<file path="src/rtl/pkt_rx_parser.sv">
// Byte-stream packet receiver: strips the 6-byte header into shadow registers,
// packs payload bytes into 16-bit words and publishes the header on completion.
module pkt_rx_parser #(
  parameter int unsigned MAX_LEN = 32,
  parameter int unsigned TIMEOUT = 255
) (
  input  logic        clk,
  input  logic        rst,
  input  logic [7:0]  in_byte,
  input  logic        in_valid,
  input  logic        in_sop,
  output logic        in_ready,
  output logic [2:0]  fPktType,
  output logic [15:0] sourceID,
  output logic [15:0] destinationID,
  output logic [7:0]  payloadLen,
  output logic        newpkt,
  output logic [15:0] pay_word,
  output logic        pay_valid,
  output logic        err
);
  localparam logic [7:0] MaxLen  = 8'(MAX_LEN);
  localparam logic [7:0] Timeout = 8'(TIMEOUT);

  typedef enum logic [1:0] {IDLE, HDR, PAYLOAD, DONE} state_e;

  state_e      state_q, state_d;
  logic [7:0]  cnt_q, cnt_d, idle_q, idle_d, hold_q, hold_d;
  logic [2:0]  typ_sh_q, typ_sh_d;
  logic [15:0] src_sh_q, src_sh_d, dst_sh_q, dst_sh_d;
  logic [7:0]  len_sh_q, len_sh_d;
  logic [15:0] word_q, word_d;
  logic        pv_q, pv_d, err_q, err_d;
  logic        rdy_q, newpkt_q;
  logic [2:0]  type_q;
  logic [15:0] src_q, dst_q;
  logic [7:0]  len_q;
  logic        xfer, start, abort;

  always_comb begin
    state_d  = state_q;
    cnt_d    = cnt_q;
    idle_d   = idle_q;
    hold_d   = hold_q;
    typ_sh_d = typ_sh_q;
    src_sh_d = src_sh_q;
    dst_sh_d = dst_sh_q;
    len_sh_d = len_sh_q;
    word_d   = word_q;
    pv_d     = 1'b0;
    start    = 1'b0;
    abort    = 1'b0;
    xfer     = in_valid && rdy_q;
    case (state_q)
      IDLE: if (xfer && in_sop) start = 1'b1;
      HDR, PAYLOAD: begin
        if (xfer && in_sop) begin
          abort = 1'b1;
          start = 1'b1;
        end else if (xfer) begin
          idle_d = 8'd0;
          if (state_q == HDR) begin
            cnt_d = cnt_q + 8'd1;
            case (cnt_q)
              8'd0: src_sh_d[15:8] = in_byte;
              8'd1: src_sh_d[7:0]  = in_byte;
              8'd2: dst_sh_d[15:8] = in_byte;
              8'd3: dst_sh_d[7:0]  = in_byte;
              default: begin
                len_sh_d = in_byte;
                cnt_d    = 8'd0;
                if (in_byte == 8'd0)         state_d = DONE;
                else if (in_byte <= MaxLen)  state_d = PAYLOAD;
                else                         abort   = 1'b1;
              end
            endcase
          end else begin
            cnt_d = cnt_q + 8'd1;
            if (!cnt_q[0]) hold_d = in_byte;
            else begin
              pv_d   = 1'b1;
              word_d = {hold_q, in_byte};
            end
            // Odd tail byte goes out alone, left-justified.
            if (cnt_q + 8'd1 == len_sh_q) begin
              state_d = DONE;
              cnt_d   = 8'd0;
              if (!cnt_q[0]) begin
                pv_d   = 1'b1;
                word_d = {in_byte, 8'h00};
              end
            end
          end
        end else begin
          idle_d = idle_q + 8'd1;
          if (idle_q + 8'd1 == Timeout) abort = 1'b1;
        end
      end
      DONE:    state_d = IDLE;
      default: state_d = IDLE;
    endcase
    if (abort) begin
      state_d = IDLE;
      cnt_d   = 8'd0;
      idle_d  = 8'd0;
      hold_d  = 8'd0;
    end
    // A sop byte always restarts framing, even when it also aborted the old packet.
    if (start) begin
      cnt_d  = 8'd0;
      idle_d = 8'd0;
      hold_d = 8'd0;
      if (in_byte[7:5] == 3'b111) begin
        abort   = 1'b1;
        state_d = IDLE;
      end else begin
        typ_sh_d = in_byte[7:5];
        state_d  = HDR;
      end
    end
    err_d = abort;
  end

  always_ff @(posedge clk or posedge rst) begin
    if (rst) begin
      state_q  <= IDLE;
      cnt_q    <= 8'd0;
      idle_q   <= 8'd0;
      hold_q   <= 8'd0;
      typ_sh_q <= 3'd0;
      src_sh_q <= 16'd0;
      dst_sh_q <= 16'd0;
      len_sh_q <= 8'd0;
      word_q   <= 16'd0;
      pv_q     <= 1'b0;
      err_q    <= 1'b0;
      rdy_q    <= 1'b0;
      newpkt_q <= 1'b0;
      type_q   <= 3'd0;
      src_q    <= 16'd0;
      dst_q    <= 16'd0;
      len_q    <= 8'd0;
    end else begin
      state_q  <= state_d;
      cnt_q    <= cnt_d;
      idle_q   <= idle_d;
      hold_q   <= hold_d;
      typ_sh_q <= typ_sh_d;
      src_sh_q <= src_sh_d;
      dst_sh_q <= dst_sh_d;
      len_sh_q <= len_sh_d;
      word_q   <= word_d;
      pv_q     <= pv_d;
      err_q    <= err_d;
      rdy_q    <= (state_d != DONE);
      newpkt_q <= (state_d == DONE);
      if (state_d == DONE && state_q != DONE) begin
        type_q <= typ_sh_d;
        src_q  <= src_sh_d;
        dst_q  <= dst_sh_d;
        len_q  <= len_sh_d;
      end
    end
  end

  assign in_ready      = rdy_q;
  assign fPktType      = type_q;
  assign sourceID      = src_q;
  assign destinationID = dst_q;
  assign payloadLen    = len_q;
  assign newpkt        = newpkt_q;
  assign pay_word      = word_q;
  assign pay_valid     = pv_q;
  assign err           = err_q;
endmodule

</file>
<file path="config.mk">
export PLATFORM = sky130hd
export DESIGN_NAME = pkt_rx_parser
export DESIGN_NICKNAME = d
export VERILOG_FILES = /design/src/rtl/pkt_rx_parser.sv
export SDC_FILE = /design/constraint.sdc
export NUM_CORES = 1
export LEC_CHECK = 0
export CAP_MARGIN = 0
export CORE_MARGIN = 1.5
export CORE_UTILIZATION = 55
export DETAILED_ROUTE_END_ITERATION = 10
export GPL_ROUTABILITY_DRIVEN = 0
export GPL_TIMING_DRIVEN = 0
export PLACE_DENSITY = 0.88
export SLEW_MARGIN = 20
export SYNTH_ARGS = -nofsm -noshare
export SYNTH_HDL_FRONTEND = slang
export SYNTH_SLANG_ARGS = --single-unit
</file>
<file path="constraint.sdc">
create_clock -name clk -period 6.9 [get_ports clk]
set_input_delay 2.07 -clock clk [delete_from_list [all_inputs] [get_ports clk]]
set_output_delay 2.07 -clock clk [all_outputs]
set_load 0.01 [all_outputs]
</file>
Yosys cells after proc, flatten, opt, wreduce, memory -nomap -nowiden:

Index checks and enable logic that the tools add are counted.
W data, S select, Z words.

* flip-flop bits (word level): 132
* input port bits: 12
* output and inout port bits: 63
* logic and storage cells: 124

* add/sub/neg operators: 2
* order comparisons: 1
* equal/unequal tests: 15
* multiplexer cells: 72
* bitwise gates (word level): 2
* reductions and logical operators: 15

Operator list (count)
* $mux W8: 29
* $mux W16: 11
* $mux W1: 20
* $mux W2: 9
* $add A8 B1 Y8 const B: 2
* $eq A8 B2 Y1 const B: 2
* $logic_not A8 Y1: 2
* $eq A8 B1 Y1 const B: 1
* $eq A8 B8 Y1: 1
* $eq A8 B8 Y1 const B: 1
* $le A8 B6 Y1 const B: 1
* $eq A2 B2 Y1 const B: 3
* $mux W3: 2
* $ne A3 B2 Y1 const B: 2
* $reduce_bool A3 Y1: 2
* $reduce_and A5 Y1: 1
* $ne A2 B2 Y1 const B: 2
* $pmux W2 S2: 1
* $reduce_and A4 Y1: 1
* $reduce_or A4 Y1: 1
* $eq A3 B3 Y1 const B: 1
* $logic_and A1 B1 Y1: 3
* $ne A3 B1 Y1 const B: 1
* $reduce_and A3 Y1: 1
* other kinds (6): 7

Logic depth before layout (Yosys ltp):

Gate-level depths: netlist of run 1.

* depth after elaboration: 12
* depth in mapped cells: 11
* depth with buffers taken out: 9

Worst setup path before layout of run 1:

No wires, ideal clock.

* path type: in2reg
* start: input port in_byte[3]
* end: register dst_q[0], in the netlist destinationID[0]
* setup time: 0.127 ns
* data arrival time: 4.288 ns
* data required time: 6.773 ns
* setup slack: 2.485 ns
* stages: 9
* buffers on the path: 2
* cells stage by stage: clkbuf_1 or4_1 o21ai_0 nor2b_1 a31oi_1 nor3b_1 nor4b_4 buf_6 mux2_1

* longest elaborated chain between the ends: 12
* elaborated cells between the ends (all ways): 20
* classes of those cells: order compare (1); eq/ne (1); mux (16); reduce/logical (2)

RTL lines
* start: declaration: line 9 `input logic [7:0] in_byte,`
* $le A8 B6 Y1: line 73 `else if (in_byte <= MaxLen) state_d = PAYLOAD;`
* $mux W2 or $mux W1 (tied branches): line 73
* $mux W2 or $mux W1 (tied branches): line 72 `if (in_byte == 8'd0) state_d = DONE;`
* $mux W2 or $mux W1 (tied branches): line 64 `case (cnt_q)`
* $mux W2 or $mux W1 (tied branches): line 62 `if (state_q == HDR) begin`
* $mux W2 or $mux W1 (tied branches): line 60 `end else if (xfer) begin`
* $mux W2 or $mux W1 (tied branches): line 57 `if (xfer && in_sop) begin`
* $pmux W2 S2 or $mux W1 (tied branches): line 54 `case (state_q)`
* $mux W2 *: line 102 `if (abort) begin`
* $mux W2 *: line 109 `if (start) begin`
* $eq A2 B2 Y1 *: line 157 `if (state_d == DONE && state_q != DONE) begin`
* $logic_and A1 B1 Y1 *: line 157
* end signal: assignment: line 160 `dst_q <= dst_sh_d;`
* end: declaration: line 36 `logic [15:0] src_q, dst_q;`

Every way passes the cells marked *; elsewhere a longest branch is shown, timed or not.
A chain may end at the register's enable or synchronous reset.

Worst setup path in the final report of run 1:

* start: input port in_byte[7]
* end: register src_q[10], in the netlist sourceID[10]

* longest elaborated chain between the ends: 12
* elaborated cells between the ends (all ways): 22
* classes of those cells: order compare (1); eq/ne (2); mux (17); reduce/logical (2)

RTL lines
* $le A8 B6 Y1: line 73
* $mux W2 or $mux W1 (tied branches): line 73
* $mux W2 or $mux W1 (tied branches): line 72
* $mux W2 or $mux W1 (tied branches): line 64
* $mux W2 or $mux W1 (tied branches): line 62
* $mux W2 or $mux W1 (tied branches): line 60
* $mux W2 or $mux W1 (tied branches): line 57
* $pmux W2 S2 or $mux W1 (tied branches): line 54
* $mux W2: line 102
* $mux W2 *: line 109
* $eq A2 B2 Y1 *: line 157
* $logic_and A1 B1 Y1 *: line 157
* end signal: assignment: line 159 `src_q <= src_sh_d;`
* end: declaration: line 36

Marks and branches as above.

==> results list, run 1 <==
- Horizontal die dimension: 107 µm
* Arrival time of the worst setup path: 5.32 ns
* Most frequent cells after synthesis: sky130_fd_sc_hd__dfrtp_1, sky130_fd_sc_hd__mux2_2, sky130_fd_sc_hd__nand2_1
- Multiplexer fraction of the synthesized cell area: 0.158
- NumNets Final: 605
- Yosys instantiated no cell more often than sky130_fd_sc_hd__dfrtp_1.
- Cell with the biggest individual delay on the critical path: sky130_fd_sc_hd__nor4b_4
* Maximum clock insertion buffer count: 2
- After synthesis, the largest family of logic cells by area is multiplexers.
- Yosys mapped the design onto 53 distinct sky130hd cell types.
- Most frequently used flop master after synthesis: sky130_fd_sc_hd__dfrtp_1
- Iteration-0 DRC Markers: 390
* TNS Setup: 0 ns
* Buffers on Ports: 69
- For this run, the slowest stage of the critical path takes 0.62 ns.
* Worst vdd ir: 0.226 mV
* Cell taking the most area after synthesis: sky130_fd_sc_hd__dfrtp_1
- In this run the count of I/O pins placed on the die edge is 75.
- Global-route wire length before repair: 24.6 mm
* Ys async rst share: 1.00
* Worst Clk Skew: 0.00902 ns
- Of the post-synthesis cell area, the dominant cell type holds 0.558.
- CTS clk-pin slew, worst paths: 0.06 ns
* Required time at the worst-slack endpoint: 7.31 ns
- Total number of vias: 4548
* Type of the tightest min-delay check: flop to flop
- Maximum number of pins on one net before global-route repair: 80
- Synthesized area per cell: 12.0 µm²
* Average wire per cell in the routed design: 20.7 µm
- Worst Setup Path Type: input port to flop
- The signal on the critical path passes through clkdlybuf4s50_1 > or4_1 > o21ai_0 > nor2b_1 > a31oi_1 > nor3b_1 > nor4b_4 > buf_6 > mux2_1.
* Area fraction in and, or, nand and nor cells after synthesis: 0.102
- The number of global-route vias before repair was 4639.
- Post-cts repair resize count: 0
* Cell Area, Synth: 0.00592 mm²
* Post-synthesis cell count: 494
- After legalization and detailed placement, the total HPWL measured 9.33 mm.
* Hold_ws: 0.488 ns
- Leakage power summed over all cells: 3.40 nW
- Hold repair after CTS inserted 0 buffers.
- Number of placement rows: 37
- Minimum clock period: 4.91 ns
- Max Fanout on Critical Path: 10
* Buffer cell driving the clock tree root: sky130_fd_sc_hd__clkbuf_8
- Clock insertion delay at the later pin of the skew report: 0.54 ns
* Remaining global-route overflow: 0
- The worst setup path is captured at a flop.
* Fillcell total: 624
- Final-report hold violation count: 0
- Initial DRT Pass Iterations: 5
* Core Box Area: 0.0104 mm²
* Top achievable clock speed: 204 MHz
* Post-Synthesis Net Count: 516
* Layout overhead on the synthesized area: 25.2%
- Prior to clock tree synthesis, the placed netlist has a worst setup slack of 1.63 ns.
* CTS Buf Count: 17
* Non-Filler Instances: 731
- Post-CTS timing repair inserted 0 buffers for setup.
* Final worst-path setup slack: 1.99 ns
* Ratio of cells with drive above 1 in the final layout: 0.146
- Of the total synthesized cell area, the portion taken by XOR and XNOR cells is 0.0148.
* Average vias per placed instance: 6.22
- Total detailed-routing wirelength: 15.1 mm
* All-layer global routing usage: 0.284
- Including well taps, the total number of placed cells is 700.
* Worst-Margin Slew: 1.00 ns
* Starting density of the core: 0.571
- Post-Synth Adder-Cell Area: 0.0211
- The max-slew violation total from the final report was 0.
- 0 antenna diodes ended up in the layout.
* RSZ-0062 raised after global routing: no
- Max-cap check violation count: 0
* Flip-flop and latch count after synthesis: 132
- Setup violations remaining at the end of the flow were counted as 0.
* CP Launch Type: input port
- Die Footprint: 0.0114 mm²
- Initial antenna violation count: 0
- Total DRC errors in the routed layout: 0
- The flow ran to the end, and the final reports show no timing, DRC or antenna violations.
- Vert. Die Dim: 107 µm
- The detail route stage leaves a number of antenna-violating nets equal to 0.
* Number of flops mapped to enable cells by yosys: 0
- Rel. slew slack: 0.325
- Once layout is complete, the utilization of the core stands at 0.715.
- TritonCTS built the clock tree.
- The H-tree generated during clock tree synthesis spans 4 levels.
- For this design, the sink count on the clock tree is 132.
- Synth warnings: 0
* Dominant cells by area after synthesis: sky130_fd_sc_hd__dfrtp_1, sky130_fd_sc_hd__mux2_2, sky130_fd_sc_hd__mux2_1
- Of the available clock period, the critical path in the final layout requires 0.712.
- Compound-cell area share of the yosys netlist: 0.119
- Power spread over the standard cell area amounts to 322 mW/mm².
* Sequential element share of the synthesized area: 0.558
-- worst paths after layout --
check,startpoint,to,slack [ns],cells after the start
min in group asynchronous,rst,idle_q[5],1.96,2
setup / recovery,in_byte[7],sourceID[10],1.99,9
hold reg to reg,destinationID[8],destinationID[8],0.49,1
max in group asynchronous,rst,dst_sh_q[3],4.20,3
setup reg to reg,cnt_q[0],sourceID[10],2.60,11
hold / removal,destinationID[8],destinationID[8],0.49,1
-- metal layers --
metal / global-route usage / wire length (µm) / vias up
met5: 0 / 0 / -
met2: 0.461 / 7360 / 259
met3: 0.0924 / 1170 / 59
li1: - / - / 1975
met4: 0.121 / 485 / 0
met1: 0.350 / 6100 / 2255
-- cell families after synthesis --
kind of cell / count (synthesis)
AO/OA/AOI/OAI: 106
adder cells (fa/ha/maj): 10
AND/OR/NAND/NOR: 117
buffers and inverters: 36
flip-flops: 132
multiplexers: 83
XOR/XNOR: 10
-- cells in the final DEF, fill, tap and decap left out, drive strengths merged, types with 4 or more instances in the layout --
cell type and n:
xnor2 9, ha 10, o21ai 31, nand3 13, inv 17, a22o 9, a21oi 19, o22ai 15
clkinvlp 5, clkdlybuf4s50 69, mux2 83, nor2b 7, nand2 42, o21a 5, buf 5, dfrtp 132
clkbuf 34, nor3 9, or4 4, clkinv 4, and3 4, nor2 16
-- critical path: cells and delay by family --
kind	cells	cell delay (ns)
simple gates	4	1.54
buf+inv	2	0.77
mux	1	0.35
compound gates	2	0.58
-- report_power, final --
part	internal, mW	total (mW)	switching (mW)
Sequential	0.900	0.988	0.0885
Clock	0.552	0.903	0.352
Combinational	0.220	0.498	0.278
-- metrics by stage --
| step | power (mW) | instance area (µm²) |
|---|---|---|
| final | 2.39 | 7420 |
| after global routing | 2.48 | 7420 |
| after CTS | 2.38 | 7420 |
| after detailed placement | 1.46 | 6820 |
| after global placement | 1.42 | 6780 |
| after floorplan | 1.29 | 5920 |
-- state kept, by name (all words and copies together), names as in the netlist, 8 cells and up, named ones only --
register / count
cnt_q: 8
destinationID: 16
dst_sh_q: 16
hold_q: 8
idle_q: 8
len_sh_q: 8
pay_word: 8
payloadLen: 8
sourceID: 16
src_sh_q: 16
-- layout make-up --
class	count	area [µm²]	area share
Timing Repair Buffer	70	718	0.0968
Tap cell	136	170	0.0229
Clock inverter	14	180	0.0243
Inverter	15	61.3	0.00827
Sequential cell	132	3300	0.445
Multi-Input combinational cell	326	2460	0.332
Clock buffer	17	414	0.0558
Buffer	21	109	0.0147
Power figures use the tool's default switching activity.
==> run 2, diff against run 1 <==
--- a/config.mk
+++ b/config.mk
@@ -7,11 +7,11 @@
 export LEC_CHECK = 0
 export CAP_MARGIN = 0
 export CORE_MARGIN = 1.5
-export CORE_UTILIZATION = 55
+export CORE_UTILIZATION = 50
 export DETAILED_ROUTE_END_ITERATION = 10
 export GPL_ROUTABILITY_DRIVEN = 0
 export GPL_TIMING_DRIVEN = 0
-export PLACE_DENSITY = 0.88
+export PLACE_DENSITY = 0.85
 export SLEW_MARGIN = 20
 export SYNTH_ARGS = -nofsm -noshare
 export SYNTH_HDL_FRONTEND = slang
==> constraint.sdc (replaced) <==
create_clock -name clk -period 4.15 [get_ports clk]
set_input_delay 1.245 -clock clk [delete_from_list [all_inputs] [get_ports clk]]
set_output_delay 1.245 -clock clk [all_outputs]
set_load 0.01 [all_outputs]
==> run 2 against run 1 <==
  * Cell area rose by 1.7%
  * Cell count rose by 1.8%
  * Total power rose by 67%
  * Clock-buffer cell count did not move
  * Largest cell class unchanged
  * Largest power group unchanged
  * Global-route usage fell by 3.9 points
==> results list, run 2 (synthesis gave the netlist of run 1 again) <==
- The worst setup path is launched from an input port.
- Nature of the critical path endpoint: flop
* Antenna Violating Nets Remaining: 0 (unchanged)
* Remaining global-route overflow: 0 (unchanged)
* Die Footprint: 0.0125 mm² (+9.7%)
- Max Fanout on Critical Path: 10 (unchanged)
- Required time at the worst-slack endpoint: 4.41 ns (-2.90 ns)
* Reg2Reg Setup Slack: 0.23 ns (-2.37 ns)
* Hold_ws: 0.484 ns (-0.00434 ns)
* Total number of vias: 4490 (-1.3%)
* Vias in the first global route: 4718 (+1.7%)
* Maximum number of pins on one net before global-route repair: 38 (-53%)
* Area of all sequential standard cells: 0.00330 mm² (unchanged)
- The clock-pin slew reported for the worst setup and hold paths after clock tree synthesis came to 0.06 ns (about the same).
- The area occupied by multi-input gates was 0.00246 mm² (unchanged).
* Initial DRT Pass Iterations: 5 (unchanged)
* Arrival time of the worst setup path: 4.18 ns (-1.14 ns)
- Antenna diode count: 0 (unchanged)
- The setup-violating endpoint count in the final report was 0 (unchanged).
- The number of nets in the finished design is 611 (+0.99%).
- The average vias per placed instance was 6.03 (-3.0%).
* Run status: finished, final reports clean
* Top achievable clock speed: 255 MHz
- The remaining routing DRC violations was 0 (unchanged).
* Rel. slew slack: 0.301 (-0.0242)
* Power density normalized to cell area: 530 mW/mm² (+64%)
* Iteration-0 DRC Markers: 308 (-21%)
- Number of levels in the clock H-tree: 4 (unchanged)
- The initial core utilization was 0.517 (-0.0547).
- The layout cell share with drive strength beyond 1 came to 0.155 (+0.00852).
- Layout overhead on the synthesized area: 27.3%
- Max-cap check violation count: 0 (unchanged)
- The first-pass GRT wire length was 24.3 mm (-1.2%).
* Most frequent standard cell in the layout excluding fill and tap cells: sky130_fd_sc_hd__dfrtp_1
- Placed standard-cell area: 0.00692 mm² (+1.5%)
* CTS Buf Count: 17 (unchanged)
- The later-pin clock latency in the skew report was 0.41 ns (-0.13 ns).
- The minimum setup slack in the final design came to 0.226 ns (-1.76 ns).
* Final-report hold violation count: 0 (unchanged)
- The horizontal extent of the die was 112 µm (+4.7%).
- The tree is rooted in a sky130_fd_sc_hd__clkbuf_16.
- In the finished design, the share of the clock period the worst path needs comes to 0.946.
- Average wire per cell in the routed design: 19.9 µm (-3.9%)
- Design Area, Final: 0.00754 mm² (+1.7%)
- Type of the tightest min-delay check: flop to flop
- The total of buffers placed on input and output ports was 69 (unchanged).
- The overall power after layout was 4.00 mW (+67%).
- The routed wire length is 14.8 mm (-2.2%).
- Core Box Area: 0.0115 mm² (+11%)
* Worst Clk Skew: 0.00798 ns (-0.00104 ns)
- Setup repair after global routing left no endpoint under its margin.
- The transition time at the pin with the least slew margin came to 1.04 ns (+0.0360 ns).
- Number of top-level pins: 75 (unchanged)
- All-layer global routing usage: 0.245 (-0.0385)
- Pre-CTS setup slack: -0.300 ns (-1.93 ns)
* Initial antenna violation count: 0 (unchanged)
- Worst vdd ir: 0.318 mV (+41%)
- TritonCTS sink count: 132 (unchanged)
* Count of final max-slew check failures: 0 (unchanged)
- Number of placement rows: 39 (+5.4%)
- Minimum clock period: 3.92 ns
- The quantity of gates resized following cts was 0 (unchanged).
* Vert. Die Dim: 112 µm (+4.7%)
- The top cell types in the final layout, fill and taps aside, are sky130_fd_sc_hd__dfrtp_1, sky130_fd_sc_hd__clkdlybuf4s50_1, sky130_fd_sc_hd__mux2_2.
- Worst Setup Path Type: input port to flop
- The deepest clock path buffer count came to 2 (unchanged).
* Leakage power summed over all cells: 3.46 nW (+1.8%)
- DP HPWL: 9.50 mm (+1.7%)
* Clock tree from TritonCTS: done
* Fillcell total: 749 (+20%)
-- run 2: changes by cell type in the layout (fill, tap and decap cells not counted), sizes merged --
cell	before	now
buf	5	11
-- run 2: repair_timing --
action                     4_1_cts  5_1_grt
buffers inserted                 0        2
hold buffers                     0        0
setup endpoints to repair        0       43
-- run 2: layout make-up --
| cell class | instances | share of cell area |
|---|---|---|
| flip-flops and latches | 132 | 0.438 |
| clock buffers | 17 | 0.0564 |
| multi-input cells | 326 | 0.326 |
| well taps | 143 | 0.0237 |
| repair buffers | 76 | 0.110 |
| plain buffers | 21 | 0.0144 |
| clock inverters | 14 | 0.0236 |
| inverters | 15 | 0.00796 |
-- run 2: metrics by stage --
stage | util | TNS, ns | instances
6_report | 0.658 | 0 | 744
3_3_place_gp | 0.593 | -9.72 | 706
2_1_floorplan | - | 0 | 494
4_1_cts | 0.656 | 0 | 742
5_1_grt | 0.658 | 0 | 744
3_5_place_dp | 0.604 | -11.99 | 711
-- run 2: power breakdown --
group          switching, mW  total, mW  internal (mW)
Combinational          0.448      0.822          0.374
Sequential             0.146       1.64           1.50
Clock                  0.582       1.53          0.948
-- run 2: path summary, 6_finish.rpt --
path,from,endpoint,depth (start not counted)
min,payloadLen[2],payloadLen[2],1
max reg2reg,cnt_q[0],sourceID[12],12
min reg2reg,payloadLen[2],payloadLen[2],1
max in group asynchronous,rst,len_sh_q[1],5
min in group asynchronous,rst,in_ready,2
max,in_byte[7],hold_q[1],8
-- run 2: per-layer routing --
| layer | part of all wire | up-vias | wire length, µm | GRT usage |
|---|---|---|---|---|
| li1 | - | 1999 | - | - |
| met1 | 0.41 | 2244 | 6090 | 0.312 |
| met2 | 0.49 | 207 | 7300 | 0.409 |
| met3 | 0.069 | 40 | 1020 | 0.0604 |
| met4 | 0.025 | 0 | 368 | 0.0903 |
| met5 | 0 | - | 0 | 0 |
-- run 2: critical path, cell delays in order --
cell	delay, ns
sky130_fd_sc_hd__clkdlybuf4s50_1	0.53
sky130_fd_sc_hd__or4_1	0.55
sky130_fd_sc_hd__o21ai_0	0.23
sky130_fd_sc_hd__nor2b_1	0.11
sky130_fd_sc_hd__o21a_1	0.19
sky130_fd_sc_hd__o32ai_1	0.74
sky130_fd_sc_hd__clkbuf_1	0.39
sky130_fd_sc_hd__o21ai_0	0.19
